===== src/rtl/itu656_pkg.sv =====
// Shared constants and helpers for the BT.656 525/60 encoder.
package itu656_pkg;

  localparam logic [7:0] SYNC_FF  = 8'hFF;
  localparam logic [7:0] SYNC_00  = 8'h00;
  localparam logic [7:0] BLANK_C  = 8'h80;
  localparam logic [7:0] BLANK_Y  = 8'h10;
  localparam logic [7:0] CLAMP_LO = 8'h01;
  localparam logic [7:0] CLAMP_HI = 8'hFE;

  localparam logic [9:0] F0_FIRST = 10'd3;
  localparam logic [9:0] F0_LAST  = 10'd264;
  localparam logic [9:0] V_END0   = 10'd18;
  localparam logic [9:0] V_START1 = 10'd263;
  localparam logic [9:0] V_END1   = 10'd281;

  // Region of the byte about to be driven.
  typedef enum logic [1:0] {RGN_ACT, RGN_EAV, RGN_BLANK, RGN_SAV} rgn_e;

  function automatic logic f_flag(input logic [9:0] line);
    return !(line >= F0_FIRST && line <= F0_LAST);
  endfunction

  function automatic logic v_flag(input logic [9:0] line);
    return (line <= V_END0) || (line >= V_START1 && line <= V_END1);
  endfunction

  function automatic logic [7:0] xy_code(input logic f, input logic v, input logic h);
    return {1'b1, f, v, h, v ^ h, f ^ h, f ^ v, f ^ v ^ h};
  endfunction

  // Byte idx (0..3) of a timing reference code FF 00 00 XY.
  function automatic logic [7:0] trs_byte(input logic [1:0] idx, input logic f,
                                          input logic v, input logic h);
    logic [7:0] b;
    b = SYNC_00;
    if (idx == 2'd0) b = SYNC_FF;
    else if (idx == 2'd3) b = xy_code(f, v, h);
    return b;
  endfunction

  // Keep active samples out of the reserved 00/FF sync values.
  function automatic logic [7:0] clamp_byte(input logic [7:0] b);
    logic [7:0] r;
    r = b;
    if (b == SYNC_00) r = CLAMP_LO;
    else if (b == SYNC_FF) r = CLAMP_HI;
    return r;
  endfunction

endpackage


===== src/rtl/itu_656_encoder_if.sv =====
// Pixel fetch and BT.656 output bundle of the encoder.
interface itu_656_encoder_if;
  logic [15:0] iYCbCr;
  logic        oRequest;
  logic [7:0]  oTD_DATA;
  logic        oField;
  logic        oVBlank;
  logic [9:0]  oLine;

  modport master (input iYCbCr, output oRequest, oTD_DATA, oField, oVBlank, oLine);
  modport slave  (output iYCbCr, input oRequest, oTD_DATA, oField, oVBlank, oLine);
endinterface


===== src/rtl/itu656_timing.sv =====
// h/v raster counters; decodes flags, region and fetch slot for the
// position that will be on the output after the next clock edge.
module itu656_timing
  import itu656_pkg::*;
#(
  parameter int H_ACTIVE = 1440,
  parameter int H_BLANK  = 268,
  parameter int V_TOTAL  = 525
) (
  input  logic       clk,
  input  logic       rst_n,
  output logic [9:0] line,
  output rgn_e       nxt_rgn,
  output logic [1:0] nxt_idx,
  output logic       nxt_odd,
  output logic       nxt_f,
  output logic       nxt_v,
  output logic       sav_f,
  output logic       sav_v,
  output logic       nxt_req
);

  localparam int         H_TOTAL  = H_ACTIVE + H_BLANK + 8;
  localparam logic [10:0] H_LAST  = 11'(H_TOTAL - 1);
  localparam logic [10:0] EAV_AT  = 11'(H_ACTIVE);
  localparam logic [10:0] SAV_AT  = 11'(H_TOTAL - 4);
  localparam logic [10:0] REQ_LST = 11'(H_ACTIVE - 5);
  localparam logic [9:0]  V_LAST  = 10'(V_TOTAL - 1);

  logic [10:0] h, h_n;
  logic [9:0]  v, v_n, v_nn;

  // Next raster position, plus the line after it (SAV carries that line's flags).
  always_comb begin
    h_n = h + 11'd1;
    v_n = v;
    if (h == H_LAST) begin
      h_n = '0;
      v_n = (v == V_LAST) ? '0 : v + 10'd1;
    end
    v_nn = (v_n == V_LAST) ? '0 : v_n + 10'd1;
  end

  // Raster counters track the byte currently on the output.
  always_ff @(posedge clk or negedge rst_n) begin
    if (!rst_n) begin
      h <= '0;
      v <= '0;
    end else begin
      h <= h_n;
      v <= v_n;
    end
  end

  // Region decode; fetch slot sits 3 bytes ahead of each chroma byte, so
  // pixels 0 and 1 are fetched during the previous line's SAV.
  always_comb begin
    nxt_rgn = RGN_BLANK;
    nxt_idx = 2'(h_n - EAV_AT);
    if (h_n < EAV_AT) nxt_rgn = RGN_ACT;
    else if (h_n < EAV_AT + 11'd4) nxt_rgn = RGN_EAV;
    else if (h_n >= SAV_AT) begin
      nxt_rgn = RGN_SAV;
      nxt_idx = 2'(h_n - SAV_AT);
    end
    nxt_req = (!v_flag(v_n) && h_n[0] && h_n <= REQ_LST) ||
              (!v_flag(v_nn) && (h_n == SAV_AT + 11'd1 || h_n == H_LAST));
  end

  assign line    = v;
  assign nxt_odd = h_n[0];
  assign nxt_f   = f_flag(v_n);
  assign nxt_v   = v_flag(v_n);
  assign sav_f   = f_flag(v_nn);
  assign sav_v   = v_flag(v_nn);

endmodule


===== src/rtl/itu_656_encoder.sv =====
// BT.656 525/60 byte-stream encoder: fetch pipeline, byte mux and clamp.
module itu_656_encoder
  import itu656_pkg::*;
#(
  parameter int H_ACTIVE = 1440,
  parameter int H_BLANK  = 268,
  parameter int V_TOTAL  = 525
) (
  input  logic                iCLK_27,
  input  logic                iRST_N,
  itu_656_encoder_if.master   bus
);

  localparam int STAGES = 1;

  logic [9:0]      line;
  rgn_e            nxt_rgn;
  logic [1:0]      nxt_idx;
  logic            nxt_odd, nxt_f, nxt_v, sav_f, sav_v, nxt_req;
  logic [STAGES:0] vld_pipe;   // [0]: request on the bus, [1]: pixel valid at input
  logic [15:0]     pix_q;
  logic [7:0]      td_q, byte_n;
  logic            field_q, vblank_q;

  itu656_timing #(
    .H_ACTIVE(H_ACTIVE), .H_BLANK(H_BLANK), .V_TOTAL(V_TOTAL)
  ) u_timing (
    .clk(iCLK_27), .rst_n(iRST_N), .line(line),
    .nxt_rgn(nxt_rgn), .nxt_idx(nxt_idx), .nxt_odd(nxt_odd),
    .nxt_f(nxt_f), .nxt_v(nxt_v), .sav_f(sav_f), .sav_v(sav_v),
    .nxt_req(nxt_req)
  );

  // Select the next stream byte: fill, EAV/SAV code or clamped pixel data.
  always_comb begin
    byte_n = nxt_odd ? BLANK_Y : BLANK_C;
    unique case (nxt_rgn)
      RGN_ACT: if (!nxt_v) byte_n = nxt_odd ? clamp_byte(pix_q[15:8]) : clamp_byte(pix_q[7:0]);
      RGN_EAV: byte_n = trs_byte(nxt_idx, nxt_f, nxt_v, 1'b1);
      RGN_SAV: byte_n = trs_byte(nxt_idx, sav_f, sav_v, 1'b0);
      default: ;
    endcase
  end

  // Output registers and fetch pipeline; pixel captured one cycle after its request.
  always_ff @(posedge iCLK_27 or negedge iRST_N) begin
    if (!iRST_N) begin
      td_q     <= BLANK_C;
      field_q  <= 1'b1;
      vblank_q <= 1'b1;
      vld_pipe <= '0;
      pix_q    <= '0;
    end else begin
      td_q     <= byte_n;
      field_q  <= nxt_f;
      vblank_q <= nxt_v;
      vld_pipe <= {vld_pipe[STAGES-1:0], nxt_req};
      if (vld_pipe[STAGES]) pix_q <= bus.iYCbCr;
    end
  end

  assign bus.oRequest = vld_pipe[0];
  assign bus.oTD_DATA = td_q;
  assign bus.oField   = field_q;
  assign bus.oVBlank  = vblank_q;
  assign bus.oLine    = line;

endmodule


===== src/flat_wrapper.sv =====
// flat-port wrapper written by rule: the top's interface ports become plain ports
module itu_656_encoder_flat import itu656_pkg::*;
#(
  parameter int H_ACTIVE = 1440,
  parameter int H_BLANK  = 268,
  parameter int V_TOTAL  = 525
)
  (iCLK_27, iRST_N, bus_iYCbCr, bus_oRequest, bus_oTD_DATA, bus_oField, bus_oVBlank, bus_oLine);
  itu_656_encoder_if bus_i ();
  input  logic iCLK_27;
  input  logic iRST_N;
  input wire logic [$bits(bus_i.iYCbCr)-1:0] bus_iYCbCr;
  output wire logic [$bits(bus_i.oRequest)-1:0] bus_oRequest;
  output wire logic [$bits(bus_i.oTD_DATA)-1:0] bus_oTD_DATA;
  output wire logic [$bits(bus_i.oField)-1:0] bus_oField;
  output wire logic [$bits(bus_i.oVBlank)-1:0] bus_oVBlank;
  output wire logic [$bits(bus_i.oLine)-1:0] bus_oLine;
  assign bus_i.iYCbCr = bus_iYCbCr;
  assign bus_oRequest = bus_i.oRequest;
  assign bus_oTD_DATA = bus_i.oTD_DATA;
  assign bus_oField = bus_i.oField;
  assign bus_oVBlank = bus_i.oVBlank;
  assign bus_oLine = bus_i.oLine;
  itu_656_encoder #(.H_ACTIVE(H_ACTIVE), .H_BLANK(H_BLANK), .V_TOTAL(V_TOTAL)) u_core (.iCLK_27(iCLK_27), .iRST_N(iRST_N), .bus(bus_i));
endmodule

===== config.mk =====
export PLATFORM = sky130hd
export DESIGN_NAME = itu_656_encoder_flat
export DESIGN_NICKNAME = d
export VERILOG_FILES = /design/src/rtl/itu656_pkg.sv /design/src/rtl/itu_656_encoder_if.sv /design/src/rtl/itu656_timing.sv /design/src/rtl/itu_656_encoder.sv /design/src/flat_wrapper.sv
export SDC_FILE = /design/constraint.sdc
export NUM_CORES = 1
export LEC_CHECK = 0
export CAP_MARGIN = 15
export CORE_AREA = 2 2 83 165
export CTS_CLUSTER_DIAMETER = 100
export DETAILED_ROUTE_END_ITERATION = 6
export DIE_AREA = 0 0 85 167
export HOLD_SLACK_MARGIN = 0.02
export PLACE_DENSITY = 0.45
export SLEW_MARGIN = 5
export SYNTH_ARGS = -nofsm -noshare
export SYNTH_HDL_FRONTEND = slang
export SYNTH_SLANG_ARGS = --single-unit

===== constraint.sdc =====
create_clock -name iCLK_27 -period 4.8 [get_ports iCLK_27]
set_clock_uncertainty 0.2 [all_clocks]
set_input_delay 0.96 -clock iCLK_27 [delete_from_list [all_inputs] [get_ports iCLK_27]]
set_output_delay 0.96 -clock iCLK_27 [all_outputs]
set_load 0.05 [all_outputs]

# == Word-level counts from Yosys, hierarchy flattened ==
# Cells that the tools add are included.
# op_classes
addsub,5
bitwise,4
eq_ne,10
order_cmp,14
reduce_logical,19
mux,22
# op_table
operator,n
8-bit two-way mux,11
"10-bit by 9-bit less-or-equal comparator with 1-bit output, second input constant",4
"11-bit == test, second input constant",3
10-bit two-way mux,3
8-bit case mux with 3 select lines,1
"11-bit < comparator, second input constant",2
"10-bit by 1-bit adder with 10-bit output, second input constant",2
"10-bit == test, second input constant",2
"10-bit by 2-bit >= comparator with 1-bit output, second input constant",2
"10-bit by 9-bit >= comparator with 1-bit output, second input constant",2
"10-bit by 5-bit less-or-equal comparator with 1-bit output, second input constant",2
"8-bit == test, second input constant",2
8-bit zero test,2
"11-bit by 1-bit adder with 11-bit output, second input constant",1
"11-bit >= comparator, second input constant",1
"11-bit less-or-equal comparator, second input constant",1
11-bit two-way mux,1
2-bit two-way mux,5
1-bit logical AND,7
"2-bit == test, second input constant",2
1-bit zero test,4
2-bit zero test,2
1-bit logical OR,4
"2-bit by 1-bit subtractor with 2-bit output, second input constant",2
other kinds (4),6
# totals
regBits,49
inputBits,18
out_inout_bits,21

# == Logic depth before layout (Yosys ltp) ==
# Gate-level depths: netlist (run 1).
# depth
word_depth,12
ltp_mapped,16

# == Modules after synthesis ==
# A second synthesis (run 1) with hierarchy kept.
# hier_totals
hier_cells,358
hier_area_um2,3409.5
# modules_own_cells
module,instances,seq_area_each_um2,cells_each,area_each_um2
itu656_timing,1,525.5,245,2053.2
itu_656_encoder,1,704.4,113,1356.3

# == Worst setup path before layout (run 1) ==
# No wires, ideal clock.
# synth_timing
path_kind,register to register
startpoint,register u_core.u_timing.v[5] (netlist: u_core.u_timing.line[5])
endpoint,register u_core.td_q[0] (netlist: u_core.bus.oTD_DATA[0])
setup_time_ns,0.069
slack_ns,0.559
arrival_ns,3.972
stages_incl_launch_ff,16
synth_period_minus_slack_ns,4.241
cell_sequence,dfrtp_1 -> clkbuf_1 -> or3_1 -> nor3_2 -> nor2_1 -> a21boi_0 -> inv_1 -> ha_1 -> o31a_1 -> nand2_1 -> nor3_1 -> o31ai_2 -> o31ai_1 -> o21a_1 -> or4b_4 -> nand3b_2
# synth_via
elab_chain_cells,12
elab_cells_between_ends,34
classes_between,add/sub: 2; order compare: 10; eq/ne: 2; mux: 9; bitwise: 3; reduce/logical: 8
# synth_lines
item,line,source
"start, declared",itu656_timing.sv:31,"logic [9:0] v, v_n, v_nn;"
"start signal, assigned",itu656_timing.sv:51,v <= v_n;
10-bit == test *,itu656_timing.sv:39,v_n = (v == V_LAST) ? '0 : v + 10'd1;
10-bit two-way mux *,itu656_timing.sv:39,
10-bit two-way mux *,itu656_timing.sv:37,if (h == H_LAST) begin
via u_core.u_timing.v_n[0],itu656_timing.sv:31,
10-bit by 1-bit adder with 10-bit output / 10-bit == test (equally long branches),itu656_timing.sv:41,v_nn = (v_n == V_LAST) ? '0 : v_n + 10'd1;
10-bit two-way mux,itu656_timing.sv:41,
10-bit by 2-bit >= comparator with 1-bit output (tied with other cells),itu656_pkg.sv:21,return !(line >= F0_FIRST && line <= F0_LAST);
1-bit logical AND (on tied branches),"itu656_pkg.sv:21, itu656_pkg.sv:25",
1-bit zero test / 1-bit logical OR (equally long branches),"itu656_pkg.sv:21, itu656_pkg.sv:25",
1-bit XOR,itu656_pkg.sv:29,"return {1'b1, f, v, h, v ^ h, f ^ h, f ^ v, f ^ v ^ h};"
8-bit two-way mux,itu656_pkg.sv:38,"else if (idx == 2'd3) b = xy_code(f, v, h);"
8-bit two-way mux,itu656_pkg.sv:37,if (idx == 2'd0) b = SYNC_FF;
8-bit case mux with 3 select lines *,itu_656_encoder.sv:37,unique case (nxt_rgn)
via u_core.byte_n[0],itu_656_encoder.sv:22,"logic [7:0] td_q, byte_n;"
"end signal, assigned",itu_656_encoder.sv:54,td_q <= byte_n;
"end, declared",itu_656_encoder.sv:22,
# The timed path passes the listed nets; every way through them passes the cells marked *.
# A chain may end at the register's enable or synchronous reset.

# == Worst setup path in the final report (run 1) ==
# layout_timing
startpoint,register u_core.u_timing.h[0]
endpoint,register u_core.td_q[0] (netlist: u_core.bus.oTD_DATA[0])
# layout_via
elab_chain_cells,11
elab_cells_between_ends,51
classes_between,add/sub: 4; order compare: 13; eq/ne: 5; mux: 16; bitwise: 3; reduce/logical: 10
# layout_lines
item,line,source
"start, declared",itu656_timing.sv:30,"logic [10:0] h, h_n;"
"start signal, assigned",itu656_timing.sv:50,h <= h_n;
11-bit == test *,itu656_timing.sv:37,
10-bit two-way mux *,itu656_timing.sv:37,
via u_core.u_timing.v_n[0],itu656_timing.sv:31,
10-bit by 1-bit adder with 10-bit output / 10-bit == test (equally long branches),itu656_timing.sv:41,
10-bit two-way mux,itu656_timing.sv:41,
10-bit by 2-bit >= comparator with 1-bit output (tied with other cells),itu656_pkg.sv:21,
1-bit logical AND (on tied branches),"itu656_pkg.sv:21, itu656_pkg.sv:25",
1-bit zero test / 1-bit logical OR (equally long branches),"itu656_pkg.sv:21, itu656_pkg.sv:25",
1-bit XOR,itu656_pkg.sv:29,
8-bit two-way mux,itu656_pkg.sv:38,
8-bit two-way mux,itu656_pkg.sv:37,
8-bit case mux with 3 select lines *,itu_656_encoder.sv:37,
via u_core.byte_n[0],itu_656_encoder.sv:22,
# Marks and branches as above.

==> results of run 1 <==
logic make-up after synthesis:
kind of cell / synth area share [%]
XOR/XNOR: 5.168
adder cells (fa/ha/maj): 3.841
multiplexers: 5.901
AND/OR/NAND/NOR: 25.31
buffers and inverters: 5.447
AO/OA/AOI/OAI: 20.01
flip-flops: 34.32
registers in the layout, summed over array words and instances (netlist names):
| register | flops |
|---|---|
| u_core.pix_q | 16 |
| u_core.u_timing.h | 11 |
| u_core.u_timing.line | 10 |
| u_core.bus.oTD_DATA | 8 |
| u_core.vld_pipe | 2 |
| u_core.bus.oField | 1 |
| u_core.bus.oVBlank | 1 |
path summary, 6_finish.rpt:
| check | startpoint | to | slack (ns) | depth (start not counted) |
|---|---|---|---|---|
| worst max-delay path | u_core.u_timing.h[0] | u_core.bus.oTD_DATA[0] | 0.31 | 16 |
| worst min register to register | u_core.vld_pipe[0] | u_core.vld_pipe[1] | 0.18 | 0 |
| worst min-delay path | u_core.vld_pipe[0] | u_core.vld_pipe[1] | 0.18 | 0 |
| min in group asynchronous | iRST_N | u_core.bus.oTD_DATA[4] | 0.33 | 1 |
| worst max register to register | u_core.u_timing.h[0] | u_core.bus.oTD_DATA[0] | 0.31 | 16 |
| max in group asynchronous | iRST_N | u_core.bus.oField | 3.23 | 2 |
worst max-delay path: stages, from the launching register on:
cell and delay [ns]:
dfrtp_1 0.45, ha_1 0.26, and4bb_2 0.30, nand3_4 0.20, nor2_1 0.18, a21boi_0 0.10, buf_4 0.16, inv_1 0.14
ha_1 0.25, o31a_1 0.28, nand2_1 0.17, or2_2 0.38, xnor2_1 0.32, a31oi_1 0.17, o21a_1 0.22, or4b_4 0.55
nand3b_2 0.09
area by class of cell:
class,count,area [sq um]
Tap cell,152,190.2
Fill cell,1333,8630
Timing Repair Buffer,46,435.4
Clock buffer,5,125.1
Sequential cell,49,1230
Inverter,30,115.1
Clock inverter,2,35.03
Multi-Input combinational cell,298,2158
power by group:
group	total (uW)	switching, uW	internal (uW)
clock	400	158	242
sequential	413	0	413
combinational	22.6	10.5	12.1
metal layers:
metal | wire length (um) | vias up
li1 | - | 1533
met1 | 3773 | 1585
met2 | 7066 | 101
met3 | 268 | 45
met4 | 857 | 0
met5 | 0 | -
stage by stage:
stage          total power [uW]  std cells  utilization, %  setup WS (ns)  hold WS [ns]
4_1_cts                   851.7        582           33.20         0.3256        0.1882
5_1_grt                   867.5        582           33.20       0.009668        0.2064
3_3_place_gp              444.1        575           31.96         0.3656        0.1797
2_1_floorplan             420.9        394               -         0.5593        0.2976
3_5_place_dp              444.5        575           31.96         0.3800        0.1751
6_report                  835.5        582           33.20         0.3084        0.1830
layout by cell type, fill, tap and decap left out, types with 4 or more instances in the layout:
cell type | netlist | final
a211oi_1 | 4 | 4
a21oi_1 | 14 | 14
a31oi_1 | 5 | 5
buf_4 | 1 | 8
clkbuf_16 | 0 | 5
clkdlybuf4s50_1 | 0 | 37
dfrtp_1 | 46 | 46
ha_1 | 11 | 11
inv_1 | 27 | 27
mux2_2 | 17 | 17
nand2_1 | 32 | 32
nand3_1 | 16 | 16
nand4_1 | 13 | 13
nor2_1 | 25 | 25
nor3_1 | 12 | 12
nor4_1 | 8 | 8
o211ai_1 | 4 | 4
o21a_1 | 5 | 5
o21ai_0 | 19 | 19
o21ai_1 | 4 | 4
o31ai_1 | 7 | 7
or3_1 | 4 | 4
or4_1 | 4 | 4
xnor2_1 | 13 | 13
xor2_1 | 5 | 5
==> summary.txt, run 1 <==
CTS H-tree lvls - 2
type of the worst setup path - reg -> reg
CTS Buf Count - 5
flops & latches, synth - 49
total global routing overflow - 0
Std-Cell Rows - 59
via count - 3264
P_leak - 0.001769 uW
GR Util met1 - 16.00%
mapped cell area - 3583 sq um
IO Port Bufs - 38
dominant synthesized flop cell - dfrtp_1
Pins Over Slew Limit - 0
DIE AREA - 14200 sq um
leading area contributor after synthesis - dfrtp_1
post-cts repair resize count - 0
detailed-route wire length - 11.97 mm
Setup crit start kind - flop
Avg Cell Area, Syn - 9.095 sq um
Post-synth top cells - dfrtp_1, nand2_1, inv_1
Synth top area share - 32.12%
Min-Delay Path Class - reg -> reg
drt wl/cell - 20.56 um
hold_buf cts - 0
Slew HR - 37.05%
WP data arrival - 4.52 ns
Clock Path Buffers - 2
sequential area share after synthesis - 34.32%
ranking of synthesized cells by area - dfrtp_1, mux2_2, ha_1, nand2_1, xnor2_1
placed cell area - 4129 sq um
Post-Syn Instances - 394
Cell variety after synth - 79
GRT Total Usage - 17.64%
most frequent cell after synthesis - dfrtp_1
Yosys warning total - 0
area grow syn2layout - 19.69%
Tcrit/Tclk final - 93.57%
CTS clk-pin slew, worst paths - 0.07 ns
area of the core - 12920 sq um
Antenna Nets Post-Route - 0
Final #Nets - 459
GR Layer Usage met3 - 1.338%
peak supply drop - 0.0002085 V
gpl congestion - 0.9608
Die Span X - 85 um
CTS tree - done
maxcap violations - 0
antenna violations before repair - 0
starting density of the core - 27.74%
DR pass1 iterations - 4
status - complete, no violations
Post-synth ARST share - 100.0%
Worst Setup End Kind - flop
PD cells - 194.8 nW/um^2
final number of setup-violating endpoints - 0
CP max FO - 16
measured slew at the worst slew-check pin - 0.9408 ns
pin count of the biggest net entering global routing - 41
Final Hold Viols - 0
die span in y - 167 um
post-layout min period - 4.492 ns
vias in the first global route - 3532
HPWL Detailed - 9.724 mm
# clock sinks - 49
vias per cell - 5.608
Clock Latency Late Sink - 0.29 ns
Worst Path Required - 4.83 ns
Post-CTS Setup Inserts - 0
DRT iter0 DRCs - 232
residual DRC count - 0
Synth Net Count - 423
ratio of cells with drive above 1 in the final layout - 15.81%
Design Area, Final - 4289 sq um
RSZ-0062 raised after global routing - false
gr busiest metal - met2
global-route wire length before repair - 19.18 mm
met2 usage - 34.54%
# IOs - 39
total negative slack - 0 ns
EDFF count, synth - 0
clk root buf - clkbuf_16
final antenna diode count - 0
f_max - 222.6 MHz
No activity file was read; power rests on OpenSTA's default activity.
==> inputs of run 2 (changes only) <==
--- a/config.mk
+++ b/config.mk
@@ -6,13 +6,15 @@
 export NUM_CORES = 1
 export LEC_CHECK = 0
 export CAP_MARGIN = 15
-export CORE_AREA = 2 2 83 165
+export CORE_AREA = 2 2 82 162
 export CTS_CLUSTER_DIAMETER = 100
 export DETAILED_ROUTE_END_ITERATION = 6
-export DIE_AREA = 0 0 85 167
+export DIE_AREA = 0 0 84 164
+export GPL_TIMING_DRIVEN = 1
 export HOLD_SLACK_MARGIN = 0.02
 export PLACE_DENSITY = 0.45
 export SLEW_MARGIN = 5
 export SYNTH_ARGS = -nofsm -noshare
 export SYNTH_HDL_FRONTEND = slang
+export SYNTH_HIERARCHICAL = 1
 export SYNTH_SLANG_ARGS = --single-unit
==> run 2 against run 1 <==
Core utilization down 0.054 points. Total power up 1.3%. Hold slack better by 0.00058 ns. Count of clock-buffer cells in the layout up 1. Design area down 3.0%. Worst setup slack worse by 0.055 ns. Global-route usage down 2.5 points. Sequential cell count unchanged. Synthesized area down 4.9%. Largest cell class unchanged. Cell count down 5.3%.
==> summary.txt, run 2 <==
status - complete, no violations
peak supply drop - 0.0001574 V (-25%)
DIE AREA - 13780 sq um (-3.0%)
clk root buf - clkbuf_16
CP max stage cell - or4_1
CTS Buf Count - 5 (unchanged)
WP data arrival - 4.52 ns (about the same)
ranking of synthesized cells by area - dfrtp_1, mux2_2, ha_1, xnor2_1, nor2_1
vias per cell - 5.379 (-4.1%)
register area - 1230 sq um (unchanged)
flip-flop count of the largest register after layout - 16 (unchanged)
Die Span X - 84 um (-1.2%)
final number of setup-violating endpoints - 0 (unchanged)
Largest delay share family, worst path - simple AND/OR/NAND/NOR gates
Hold Crit Endpoint - u_core/vld_pipe[1]
IO Port Bufs - 38 (unchanged)
Synth Net Count - 389 (-8.0%)
ratio of cells with drive above 1 in the final layout - 16.46% (+0.64 points)
DRT iter0 DRCs - 134 (-42%)
total negative slack - 0 ns (unchanged)
CTS tree - done
gr busiest metal - met2
RSZ-0062 raised after global routing - false
GR Util met1 - 13.74% (-2.3 points)
RR Startpoint - u_core/u_timing/h[1]
Yosys warning total - 6 (+6)
hold depth - 0 (unchanged)
Final WS setup - 0.2538 ns (-0.05469 ns)
f_max - 220.0 MHz (-1.2%)
vias in the first global route - 3035 (-14%)
Cell variety after synth - 69 (-13%)
via count - 2964 (-9.2%)
Worst Path Required - 4.78 ns (-0.05 ns)
post-layout min period - 4.546 ns (+0.05469 ns)
final antenna diode count - 0 (unchanged)
P_leak - 0.001710 uW (-3.3%)
fin util - 33.15% (-0.054 points)
area of the core - 12550 sq um (-2.8%)
detailed-route wire length - 10.24 mm (-14%)
HPWL Detailed - 8.193 mm (-16%)
Worst path most repeated cell - or4_1
mapped cell area - 3410 sq um (-4.9%)
Post-Syn Instances - 358 (-9.1%)
residual DRC count - 0 (unchanged)
PD cells - 203.5 nW/um^2 (+4.5%)
total global routing overflow - 0 (unchanged)
measured slew at the worst slew-check pin - 0.7968 ns (-0.1439 ns)
DR pass1 iterations - 4 (unchanged)
hold_buf cts - 0 (unchanged)
post-cts repair resize count - 1 (+1)
min-delay src - u_core/vld_pipe[0]
drt wl/cell - 18.58 um (-9.6%)
area grow syn2layout - 22.06%
Min-Delay Path Class - reg -> reg
CTS H-tree lvls - 2 (unchanged)
most frequent cells in the layout - dfrtp_1, clkdlybuf4s50_1, nor2_1
top flop regs - u_core/pix_q x16, u_core/u_timing/h x11, u_core/u_timing/line x10
dominant synthesized flop cell - dfrtp_1
Final Hold Viols - 0 (unchanged)
gpl congestion - 0.9247 (-3.8%)
Clock Path Buffers - 2 (unchanged)
# clock sinks - 49 (unchanged)
dpl ws - -0.02716 ns (-0.4071 ns)
sequential area share after synthesis - 36.07% (+1.8 points)
GRT Total Usage - 15.14% (-2.5 points)
Post-synth top cells - dfrtp_1, nor2_1, nand2_1
CP max stage delay - 0.69 ns (+0.14 ns)
Antenna Nets Post-Route - 0 (unchanged)
Post-CTS Setup Inserts - 0 (unchanged)
most frequent cell after synthesis - dfrtp_1
# fillers - 1302 (-2.3%)
Post-synth ARST share - 100.0% (unchanged)
total design power - 846.7 uW (+1.3%)
pin count of the biggest net entering global routing - 50 (+22%)
CTS clk-pin slew, worst paths - 0.07 ns (about the same)
starting density of the core - 27.16% (-0.58 points)
Pins Over Slew Limit - 0 (unchanged)
leading area contributor after synthesis - dfrtp_1
Std-Cell Rows - 58 (-1.7%)
Slew HR - 46.32% (+9.3 points)
global-route wire length before repair - 15.93 mm (-17%)
flops & latches, synth - 49 (unchanged)
buffers and inverters on the worst path - 2 (unchanged)
critical path, cell by cell - ha_2, nand2_1, buf_4, or4_1, nor2_1, xnor2_1, inv_2, or4_1, nor3_4, o31ai_1, o21ai_0, o311ai_2, xor2_1, a21oi_1, o22a_1, o221ai_2
worst reg-to-reg setup slack - 0.25 ns (-0.05 ns)
Largest Register - u_core/pix_q
Synth top area share - 33.76% (+1.6 points)
Worst Setup End Kind - flop
most common cell after layout, fill and taps aside - dfrtp_1
Reg2Reg Capture Point - u_core/bus.oTD_DATA[0]
CP max FO - 7 (-9)
met2 usage - 28.25% (-6.3 points)
antenna violations before repair - 0 (unchanged)
maxcap violations - 0 (unchanged)
Avg Cell Area, Syn - 9.524 sq um (+4.7%)
Tcrit/Tclk final - 94.71% (+1.1 points)
area of the multi-input gates - 2009 sq um (-6.9%)
# IOs - 39 (unchanged)
die span in y - 164 um (-1.8%)
Clock Latency Late Sink - 0.30 ns (about the same)
EDFF count, synth - 0 (unchanged)
worst r2r path cells - 16 (unchanged)
GR Layer Usage met3 - 1.658% (+0.32 points)
Setup crit start kind - flop
type of the worst setup path - reg -> reg
Final #Nets - 431 (-6.1%)
## run 2: cell types whose count changed in the layout (fill, tap and decap cells not counted), moves of 5 or more
| cell | before | now |
|---|---|---|
| o21ai_0 | 19 | 12 |
| nand4_1 | 13 | 8 |
| inv_1 | 27 | 18 |
| o21a_1 | 5 | 0 |
| mux2i_1 | 2 | 9 |
| nor2_1 | 25 | 30 |
| buf_4 | 8 | 15 |
| a21oi_1 | 14 | 19 |
| nand2_1 | 32 | 24 |
## run 2: cell type report
| cell class | count | share of cell area, % |
|---|---|---|
| multi-input cells | 270 | 48.29 |
| flip-flops and latches | 49 | 29.56 |
| repair buffers | 53 | 11.73 |
| well taps | 150 | 4.510 |
| clock buffers | 6 | 3.097 |
| inverters | 21 | 1.894 |
| clock inverters | 2 | 0.9321 |
## run 2: routing by layer
layer / wire length (um) / vias to the layer above / share of wire (%)
met5: 0 / - / 0
met2: 5644 / 111 / 55
met3: 267 / 47 / 2.6
li1: - / 1398 / -
met1: 3391 / 1408 / 33
met4: 936 / 0 / 9.1
## run 2: power breakdown
part	switching, uW	internal [uW]	total [uW]
clock	164	247	412
combinational	10.3	12.1	22.4
sequential	0	413	413
total	174	672	847
## run 2: how the worst max path moves through the flow
stage                       startpoint                endpoint  depth (start not counted)
6_report          u_core/u_timing/h[1]  u_core/bus.oTD_DATA[0]                         16
5_1_grt           u_core/u_timing/h[0]  u_core/bus.oTD_DATA[0]                         16
4_1_cts           u_core/u_timing/h[1]  u_core/bus.oTD_DATA[0]                         16
3_5_place_dp      u_core/u_timing/h[1]  u_core/bus.oTD_DATA[0]                         16
3_3_place_gp      u_core/u_timing/h[1]  u_core/bus.oTD_DATA[0]                         16
2_1_floorplan  u_core/u_timing/line[7]  u_core/bus.oTD_DATA[0]                         19
## run 2: kinds of logic (layout without fill, tap and decap cells)
family          after synthesis  after routing  synth area share (%)
simple gates                126            126                 20.40
compound gates               82             82                 17.43
buf+inv                      39             82                 5.835
flops                        49             49                 36.07
mux                          26             26                 9.028
xor+xnor                     23             23                 6.459
fa+ha+maj                    13             13                 4.771
## run 2: metrics by stage
step                hold slack, ns  cell area [sq um]  cells
finish                      0.1836               4161    551
CTS                         0.1872               4138    551
floorplan                   0.2814               3410    358
global route                0.1914               4161    551
detailed placement          0.1675               3965    543
global placement            0.1630               3965    543
